## src/rtl/alu_mc_pkg.sv

```systemverilog
// Shared opcode and FSM state encodings for the multi-cycle ALU.
package alu_mc_pkg;

   localparam logic [3:0] OP_AND   = 4'd0;
   localparam logic [3:0] OP_OR    = 4'd1;
   localparam logic [3:0] OP_ADD   = 4'd2;
   localparam logic [3:0] OP_SUB   = 4'd3;
   localparam logic [3:0] OP_SLT   = 4'd4;
   localparam logic [3:0] OP_SLTU  = 4'd5;
   localparam logic [3:0] OP_XOR   = 4'd6;
   localparam logic [3:0] OP_NOR   = 4'd7;
   localparam logic [3:0] OP_SLL   = 4'd8;
   localparam logic [3:0] OP_SRL   = 4'd9;
   localparam logic [3:0] OP_SRA   = 4'd10;
   localparam logic [3:0] OP_MUL   = 4'd11;
   localparam logic [3:0] OP_MULHU = 4'd12;

   localparam logic [1:0] S_IDLE = 2'd0;
   localparam logic [1:0] S_MUL  = 2'd1;
   localparam logic [1:0] S_DONE = 2'd2;

   function automatic logic is_mul(input logic [3:0] op);
      return (op == OP_MUL) || (op == OP_MULHU);
   endfunction

endpackage

```

## src/rtl/alu_mc_comb.sv

```systemverilog
// Combinational datapath for every single-cycle op and its flags.
import alu_mc_pkg::*;

module alu_mc_comb #(
   parameter int WIDTH = 32,
   parameter int SHW   = $clog2(WIDTH)
) (
   input  logic [3:0]       op_i,
   input  logic [WIDTH-1:0] a_i,
   input  logic [WIDTH-1:0] b_i,
   output logic [WIDTH-1:0] y_o,
   output logic             carry_o,
   output logic             ovf_o
);

   logic             sub;
   logic [WIDTH-1:0] bb;
   logic [WIDTH-1:0] sum;
   logic             cout;
   logic             ovf;
   logic [SHW-1:0]   sh;

   always_comb begin
      sub = (op_i == OP_SUB) || (op_i == OP_SLT) || (op_i == OP_SLTU);
      bb  = sub ? ~b_i : b_i;
      {cout, sum} = {1'b0, a_i} + {1'b0, bb} + (WIDTH+1)'(sub);
      // overflow is judged against the effective (possibly inverted) B
      ovf = (a_i[WIDTH-1] == bb[WIDTH-1]) && (sum[WIDTH-1] != a_i[WIDTH-1]);
      sh  = b_i[SHW-1:0];
      y_o     = '0;
      carry_o = 1'b0;
      ovf_o   = 1'b0;
      case (op_i)
         OP_AND:  y_o = a_i & b_i;
         OP_OR:   y_o = a_i | b_i;
         OP_XOR:  y_o = a_i ^ b_i;
         OP_NOR:  y_o = ~(a_i | b_i);
         OP_ADD, OP_SUB: begin
            y_o     = sum;
            carry_o = cout;
            ovf_o   = ovf;
         end
         OP_SLT: begin
            y_o     = {{(WIDTH-1){1'b0}}, sum[WIDTH-1] ^ ovf};
            carry_o = cout;
         end
         OP_SLTU: begin
            y_o     = {{(WIDTH-1){1'b0}}, ~cout};
            carry_o = cout;
         end
         OP_SLL:  y_o = a_i << sh;
         OP_SRL:  y_o = a_i >> sh;
         OP_SRA:  y_o = $signed(a_i) >>> sh;
         default: y_o = '0;
      endcase
   end

endmodule

```

## src/rtl/alu_mc.sv

```systemverilog
// Multi-cycle ALU: handshake FSM, shift-add multiplier, registered outputs.
import alu_mc_pkg::*;

module alu_mc #(
   parameter int WIDTH = 32,
   parameter int SHW   = $clog2(WIDTH)
) (
   input  logic             clk,
   input  logic             reset,
   input  logic             in_valid,
   output logic             in_ready,
   input  logic [3:0]       op,
   input  logic [WIDTH-1:0] a,
   input  logic [WIDTH-1:0] b,
   output logic             out_valid,
   input  logic             out_ready,
   output logic [WIDTH-1:0] y,
   output logic             zero,
   output logic             carry_out,
   output logic             overflow
);

   logic [1:0]         state_q, state_d;
   logic [SHW-1:0]     cnt_q, cnt_d;
   logic [2*WIDTH-1:0] mcand_q, mcand_d;
   logic [WIDTH-1:0]   mplier_q, mplier_d;
   logic [2*WIDTH-1:0] prod_q, prod_d;
   logic               hi_q, hi_d;
   logic [WIDTH-1:0]   y_q, y_d;
   logic               zero_q, zero_d;
   logic               carry_q, carry_d;
   logic               ovf_q, ovf_d;

   logic [WIDTH-1:0]   cy;
   logic               ccarry;
   logic               covf;
   logic [2*WIDTH-1:0] prod_add;
   logic [WIDTH-1:0]   ymul;

   alu_mc_comb #(.WIDTH(WIDTH), .SHW(SHW)) u_comb (
      .op_i    (op),
      .a_i     (a),
      .b_i     (b),
      .y_o     (cy),
      .carry_o (ccarry),
      .ovf_o   (covf)
   );

   assign in_ready  = (state_q == S_IDLE) && !reset;
   assign out_valid = (state_q == S_DONE);
   assign y         = y_q;
   assign zero      = zero_q;
   assign carry_out = carry_q;
   assign overflow  = ovf_q;

   always_comb begin
      prod_add = prod_q + (mplier_q[0] ? mcand_q : '0);
      ymul     = hi_q ? prod_add[2*WIDTH-1:WIDTH] : prod_add[WIDTH-1:0];
      state_d  = state_q;
      cnt_d    = cnt_q;
      mcand_d  = mcand_q;
      mplier_d = mplier_q;
      prod_d   = prod_q;
      hi_d     = hi_q;
      y_d      = y_q;
      zero_d   = zero_q;
      carry_d  = carry_q;
      ovf_d    = ovf_q;
      case (state_q)
         S_IDLE: begin
            if (in_valid) begin
               if (is_mul(op)) begin
                  mcand_d  = {{WIDTH{1'b0}}, a};
                  mplier_d = b;
                  prod_d   = '0;
                  cnt_d    = '0;
                  hi_d     = (op == OP_MULHU);
                  state_d  = S_MUL;
               end else begin
                  y_d     = cy;
                  zero_d  = (cy == '0);
                  carry_d = ccarry;
                  ovf_d   = covf;
                  state_d = S_DONE;
               end
            end
         end
         S_MUL: begin
            prod_d   = prod_add;
            mcand_d  = mcand_q << 1;
            mplier_d = mplier_q >> 1;
            cnt_d    = cnt_q + SHW'(1);
            // last iteration: publish the sum that includes this cycle's add
            if (cnt_q == SHW'(WIDTH-1)) begin
               y_d     = ymul;
               zero_d  = (ymul == '0);
               carry_d = 1'b0;
               ovf_d   = 1'b0;
               state_d = S_DONE;
            end
         end
         S_DONE: begin
            if (out_ready) state_d = S_IDLE;
         end
         default: state_d = S_IDLE;
      endcase
   end

   always_ff @(posedge clk or posedge reset) begin
      if (reset) begin
         state_q  <= S_IDLE;
         cnt_q    <= '0;
         mcand_q  <= '0;
         mplier_q <= '0;
         prod_q   <= '0;
         hi_q     <= 1'b0;
         y_q      <= '0;
         zero_q   <= 1'b0;
         carry_q  <= 1'b0;
         ovf_q    <= 1'b0;
      end else begin
         state_q  <= state_d;
         cnt_q    <= cnt_d;
         mcand_q  <= mcand_d;
         mplier_q <= mplier_d;
         prod_q   <= prod_d;
         hi_q     <= hi_d;
         y_q      <= y_d;
         zero_q   <= zero_d;
         carry_q  <= carry_d;
         ovf_q    <= ovf_d;
      end
   end

endmodule

```

## config.mk

```make
export PLATFORM = sky130hd
export DESIGN_NAME = alu_mc
export DESIGN_NICKNAME = d
export VERILOG_FILES = /design/src/rtl/alu_mc_pkg.sv /design/src/rtl/alu_mc_comb.sv /design/src/rtl/alu_mc.sv
export SDC_FILE = /design/constraint.sdc
export NUM_CORES = 1
export LEC_CHECK = 0
export CORE_MARGIN = 3
export CORE_UTILIZATION = 40
export DETAILED_ROUTE_END_ITERATION = 8
export PLACE_DENSITY = 0.62
export SLEW_MARGIN = 40
export SYNTH_ARGS = -nofsm -noshare
export SYNTH_HDL_FRONTEND = slang
export SYNTH_HIERARCHICAL = 1
export SYNTH_SLANG_ARGS = --single-unit
```

## constraint.sdc

```tcl
create_clock -name clk -period 8.1 [get_ports clk]
set_input_delay 1.62 -clock clk [delete_from_list [all_inputs] [get_ports clk]]
set_output_delay 1.62 -clock clk [all_outputs]
set_load 0.005 [all_outputs]
```

==> flow_metrics.tcl, run 1 <==
set metrics [dict create \
    dpl-instance-area_um2 23600 \
    cts_buffers 26 \
    vias_per_cell 6.52 \
    ys_seq_area_share_pct 23.1 \
    synthCells 2795 \
    first_pass_iters 6 \
    worstSetupStartpointType "input port" \
    clock_power_share_pct 18.8 \
    p_leak_uw 0.0102 \
    setup_tns_ns 0 \
    yosysMostFrequentCell "nand2_1" \
    path_clk_slew_ns 0.06 \
    place_inst 3443 \
    wire_per_inst_um 27.5 \
    first_global_vias 22100 \
    vias 22700 \
    ant_nets 0 \
    clock_latency_ns 0.56 \
    hold_viol_final 0 \
    rr_worst_depth 14 \
    async_flop_share_pct 100 \
    dp_hpwl_mm 73.7 \
    ys_ff_latch 203 \
    synth_top_area_share_pct 23.1 \
    min_path_cells 1 \
    drive_gt1_share_pct 7.77 \
    power.share.combinational_pct 55.2 \
    grt_max_degree 98 \
    drv_slew 0 \
    clock-sinks 203 \
    clock.fmax_mhz 156 \
    min_period_ns 6.40 \
    synth.area.top_cells "dfrtp_1 23%, ha_1 9.2%, o21ai_0 6.3%, a21oi_1 5.3%, nand2_1 4.9%" \
    drc_errors 0 \
    power_frac_seq_pct 26.1 \
    setup_viol 0 \
    dieHeight_um 241 \
    antenna_found_initial 3 \
    fin_area_um2 24400 \
    fill_cells 5425 \
    holdBufCountCts 0 \
    fin_nets 3011 \
    synth_edf_count 0 \
    end_kind "flop" \
    grt_pass1_wl_mm 143 \
    switchingPower_uw 2970 \
    tightest_slew_ns 0.860 \
    syn_avg_cell_area_um2 7.87 \
    yosysWarnings 6 \
    io_buffers 108 \
    cts_root_buf "clkbuf_16" \
    synth.distinct_cells 115 \
    die_w_um 241 \
    power_density_nw_per_um2 257 \
    ios 109 \
    cts_tree "yes" \
    grt.total_usage_pct 32.5 \
    crit_type "input port to flop" \
    start_util_pct 40.6 \
    worst_ep_arrival_time_ns 6.88 \
    rsz0062_at_grt "no" \
    syn-cell-area_um2 22000 \
    cp_max_fo 15 \
    rows 85 \
    first_iter_violations 2390 \
    required_ns 8.58 \
    yosys.area.top_type "dfrtp_1" \
    synth_ff_type "dfrtp_1" \
    diodes 0 \
    place_congestion 1.01 \
    drt_wl_total_mm 96.1 \
    max_slew_margin_pct 42.6 \
    die_area_um2 57800 \
    status "finished, final reports clean" \
    clock-skew-final_ns 0.0129 \
    seqCellArea_um2 5080 \
    p_int_uw 3320 \
    post-cts-setup-buffers 0 \
    core_area_um2 54100 \
    cts.repair.resized 0 \
    h-tree-depth 1 \
    synthTopCellsByCount "286 x nand2_1, 278 x o21ai_0, 234 x a21oi_1" \
    peakVddDrop_v 0.000153 \
    final_util_pct 45.1 \
    multi_input_area_um2 15700 \
    maxCapViolations 0 \
    grt.overflow.total 0 \
    cts_buffer_depth 3 \
    syn-num-nets 3030 \
    final_cells 3488 \
    swShare_pct 47.2 \
    fin_crit_sh_pct 79.0 \
    hold_path_class "flop to flop" \
    area_growth_pct 11.1 \
]
## cells by family after synthesis
kind of cell / Yosys count / share of synthesized area (%)
AO/OA/AOI/OAI: 1029 / 31.1
AND/OR/NAND/NOR: 881 / 19.8
buffers and inverters: 311 / 5.93
flip-flops: 203 / 23.1
adder cells (fa/ha/maj): 163 / 9.34
XOR/XNOR: 107 / 4.26
multiplexers: 101 / 6.46
## cell usage in the layout, fill, tap and decap left out, types with 26 or more instances in the layout
cell / n
nand2b_1: 28
a22o_1: 80
xor2_1: 30
nand4_1: 39
dfrtp_1: 200
nand3_1: 47
a22oi_1: 88
ha_1: 161
nor3b_1: 35
mux2i_1: 61
inv_1: 104
clkdlybuf4s50_1: 103
and2_1: 77
xnor2_1: 77
o21ai_0: 275
mux4_2: 32
clkbuf_16: 26
nor2_1: 204
a21oi_1: 233
a21o_1: 33
nand2_1: 284
o211ai_1: 41
nor3_1: 40
buf_4: 43
## power by group through the flow
| stage | logic [uW] | registers (uW) | clock network, uW |
|---|---|---|---|
| final | 3470 | 1640 | 1180 |
| after floorplan | 2180 | 1550 | 0 |
| after CTS | 3420 | 1640 | 1210 |
| after global placement | 3360 | 1630 | 0 |
| after detailed placement | 3400 | 1650 | 0 |
| after global routing | 3720 | 1680 | 1250 |
## final timing paths
check,startpoint,to,slack [ns]
max,op[2],zero,1.70
min,y[6],y[6],0.47
max reg2reg,mplier_q[0],zero,2.90
min reg2reg,y[6],y[6],0.47
max in group asynchronous,reset,state_q[0],5.39
min in group asynchronous,reset,mplier_q[23],1.59
## area by class of cell
cell class                      count  area share (%)
Multi-Input combinational cell   2281            64.3
Inverter                          106            1.66
Tap cell                          696            3.56
Sequential cell                   203            20.8
Clock buffer                       37            3.12
Timing Repair Buffer              158            6.13
Clock inverter                      7           0.394
## through the flow
stage / hold WS [ns] / setup WS (ns) / power, uW
floorplan: 0.450 / 0.941 / 3720
global placement: 0.462 / 1.28 / 5000
detailed placement: 0.466 / 1.23 / 5050
CTS: 0.478 / 1.79 / 6260
global route: 0.501 / 1.28 / 6650
finish: 0.471 / 1.70 / 6290
## flip-flops by register name, indices dropped and copies added, names as in the netlist, 2 cells and up
register / count
prod_q: 64
mplier_q: 32
state_q: 2
mcand_q: 64
cnt_q: 5
y: 32
## per-layer routing
layer	GRT usage [%]	vias up	share of wire (%)
met1	40.0	11200	40
met2	54.6	951	47
met3	3.61	276	5.4
met4	19.6	4	7.1
li1	-	10300	-
met5	0	-	0.028
## worst max-delay path: stages
cell             delay, ns
clkdlybuf4s50_1       0.79
or2b_1                0.34
a21oi_4               0.20
buf_4                 0.29
a21boi_0              0.17
fa_1                  0.44
and2b_1               0.25
o2111ai_2             0.16
a2111oi_1             0.48
o21ai_1               0.22
o2111ai_4             0.32
a21oi_2               0.15
nor2_1                0.15
mux2i_1               0.19
nand4_1               0.13
nor4_1                0.32
nand4_1               0.13
nor4_1                0.36
a21oi_1               0.07
nand2_1               0.09
(Power assumes the default switching activity.)
==> inputs of run 2 (changes only) <==
Clock period 8.1 ns to 6.7 ns, I/O delays scaled along.
==> run 2 against run 1 <==
Effect of this change:
- clock skew rose by 0.0095 ns
- count of clock-buffer cells in the layout did not move
- wire length fell by 1.2%
- via count is 0.52% lower
- flip-flop and latch count is the same
- combinational power is 20% higher
- non-clock buffer count grew 9
- utilization is 0.20 points higher
- power rose by 23%
- final cell count increased by 0.37%
- largest cell class unchanged
- largest power group unchanged
- highest routed layer is now met4
==> flow_metrics.tcl, run 2 (synthesis gave the netlist of run 1 again) <==
set metrics [dict create \
    cp_max_fo 16 \
    fin_area_um2 24500 \
    power_density_nw_per_um2 316 \
    setup_tns_ns 0 \
    cts_tree "yes" \
    power.share.combinational_pct 53.7 \
    rows 85 \
    h-tree-depth 1 \
    min_path_cells 1 \
    top_regs "mcand_q: 64 flops, prod_q: 64 flops" \
    hold_viol_final 0 \
    cts.repair.resized 0 \
    timing.rr.end "zero" \
    rr_worst_depth 14 \
    cts_buffer_depth 3 \
    diodes 0 \
    setup_viol 0 \
    holdBufCountCts 0 \
    grt_max_degree 109 \
    ios 109 \
    drt_wl_total_mm 94.9 \
    first_global_vias 21900 \
    slowest_delay_ns 0.53 \
    hold_path_class "flop to flop" \
    grt.overflow.total 0 \
    required_ns 7.21 \
    min_to "y[6]" \
    max_slew_margin_pct 41.9 \
    core_area_um2 54100 \
    start_util_pct 40.6 \
    vias 22600 \
    dp_hpwl_mm 73.6 \
    crit_type "input port to flop" \
    cpMaxStageDelayCell "clkdlybuf4s50_1" \
    area_growth_pct 11.6 \
    path_clk_slew_ns 0.06 \
    dpl-instance-area_um2 23600 \
    io_buffers 108 \
    post-cts-setup-buffers 0 \
    drive_gt1_share_pct 8.16 \
    rsz0062_at_grt "no" \
    cts_root_buf "clkbuf_16" \
    vias_per_cell 6.46 \
    die_area_um2 57800 \
    fin_crit_sh_pct 85.6 \
    status "finished, final reports clean" \
    switchingPower_uw 3630 \
    crit_chain "clkdlybuf4s50_1 -> or2b_1 -> a21oi_4 -> buf_4 -> buf_4 -> xnor2_1 -> ha_1 -> inv_1 -> o21ai_0 -> a21o_1 -> a21oi_1 -> a211o_1 -> nand2_1 -> o41ai_4 -> xor2_1 -> o21ai_0 -> nor4_1 -> nand4_1 -> nor4_1 -> a21oi_1 -> nand2_1" \
    ant_nets 0 \
    drc_errors 0 \
    first_iter_violations 2278 \
    power_frac_seq_pct 25.8 \
    p_leak_uw 0.0103 \
    drv_slew 0 \
    final_util_pct 45.3 \
    reg2reg_from "mplier_q[0]" \
    clock-skew-final_ns 0.0225 \
    clock-sinks 203 \
    p_int_uw 4130 \
    clock_power_share_pct 20.5 \
    maxCapViolations 0 \
    setup_ws_ns 0.964 \
    cts_buffers 27 \
    min_from "y[6]" \
    r2r_setup_slack_ns 1.39 \
    worst_ep_arrival_time_ns 6.24 \
    antenna_found_initial 0 \
    tightest_slew_ns 0.866 \
    die_w_um 241 \
    critical_path.top_delay_family "simple AND/OR/NAND/NOR gates" \
    swShare_pct 46.8 \
    place_congestion 0.994 \
    grt_pass1_wl_mm 141 \
    wire_per_inst_um 27.1 \
    final_common_cell "nand2_1" \
    fin_nets 3021 \
    min_period_ns 5.74 \
    crit_buf_inv 4 \
    peakVddDrop_v 0.000181 \
    grt.total_usage_pct 32.1 \
    worstSetupStartpointType "input port" \
    first_pass_iters 6 \
    end_kind "flop" \
    worst-path-stages 21 \
    dieHeight_um 241 \
    dp_slack_ns 0.530 \
    clock_latency_ns 0.58 \
    clock.fmax_mhz 174 \
    layout_common_cells "285 x nand2_1, 277 x o21ai_0, 233 x a21oi_1, 204 x nor2_1, 200 x dfrtp_1" \
]
run 2: cell count changes in the layout (fill, tap and decap cells not counted), sizes merged:
cell	change
clkinv	-2
bufinv	+3
clkdlybuf4s50	+1
inv	+2
buf	+8
clkinvlp	+1
run 2: layer usage:
metal  share of wire, %  vias to the layer above  track usage (%)
met5                  0                        -                0
met4                6.9                        0             18.4
met3                5.9                      260             4.34
met2                 47                      976             53.9
met1                 40                    11000             39.7
li1                   -                    10400                -
run 2: worst max-delay path by stage:
stage,startpoint,endpoint
2_1_floorplan,op[1],zero
3_3_place_gp,op[2],zero
3_5_place_dp,op[2],zero
4_1_cts,op[2],zero
5_1_grt,op[2],zero
6_report,op[2],zero
run 2: cell type report:
cell class / count / area (um^2)
Clock buffer: 37 / 763
Clock inverter: 11 / 195
Fill cell: 5440 / 29600
Inverter: 106 / 402
Multi-Input combinational cell: 2281 / 15700
Sequential cell: 203 / 5080
Tap cell: 696 / 871
Timing Repair Buffer: 167 / 1520
run 2: through the flow:
step / total power [uW] / hold slack (ns) / instances
floorplan: 4500 / 0.450 / 2795
global placement: 6050 / 0.462 / 3452
detailed placement: 6100 / 0.468 / 3453
CTS: 7730 / 0.480 / 3501
global route: 8210 / 0.503 / 3501
finish: 7760 / 0.472 / 3501
run 2: worst reg2reg max path: stages, from the launching register on:
cell      delay, ns
dfrtp_1        0.46
buf_4          0.30
and2_1         0.26
ha_1           0.51
nand4_1        0.39
nor4_1         0.49
inv_1          0.20
nor4_1         0.49
o31ai_1        0.25
mux2i_1        0.17
a211oi_1       0.45
nor3b_1        0.46
nand4_1        0.13
or4b_1         0.58
nand2_1        0.11
run 2: power groups by stage:
| stage | Combinational, uW | Clock [uW] | Sequential, uW |
|---|---|---|---|
| global route | 4500 | 1670 | 2050 |
| finish | 4170 | 1590 | 2000 |
| global placement | 4060 | 0 | 2000 |
| detailed placement | 4090 | 0 | 2010 |
| floorplan | 2630 | 0 | 1870 |
| CTS | 4110 | 1630 | 1990 |
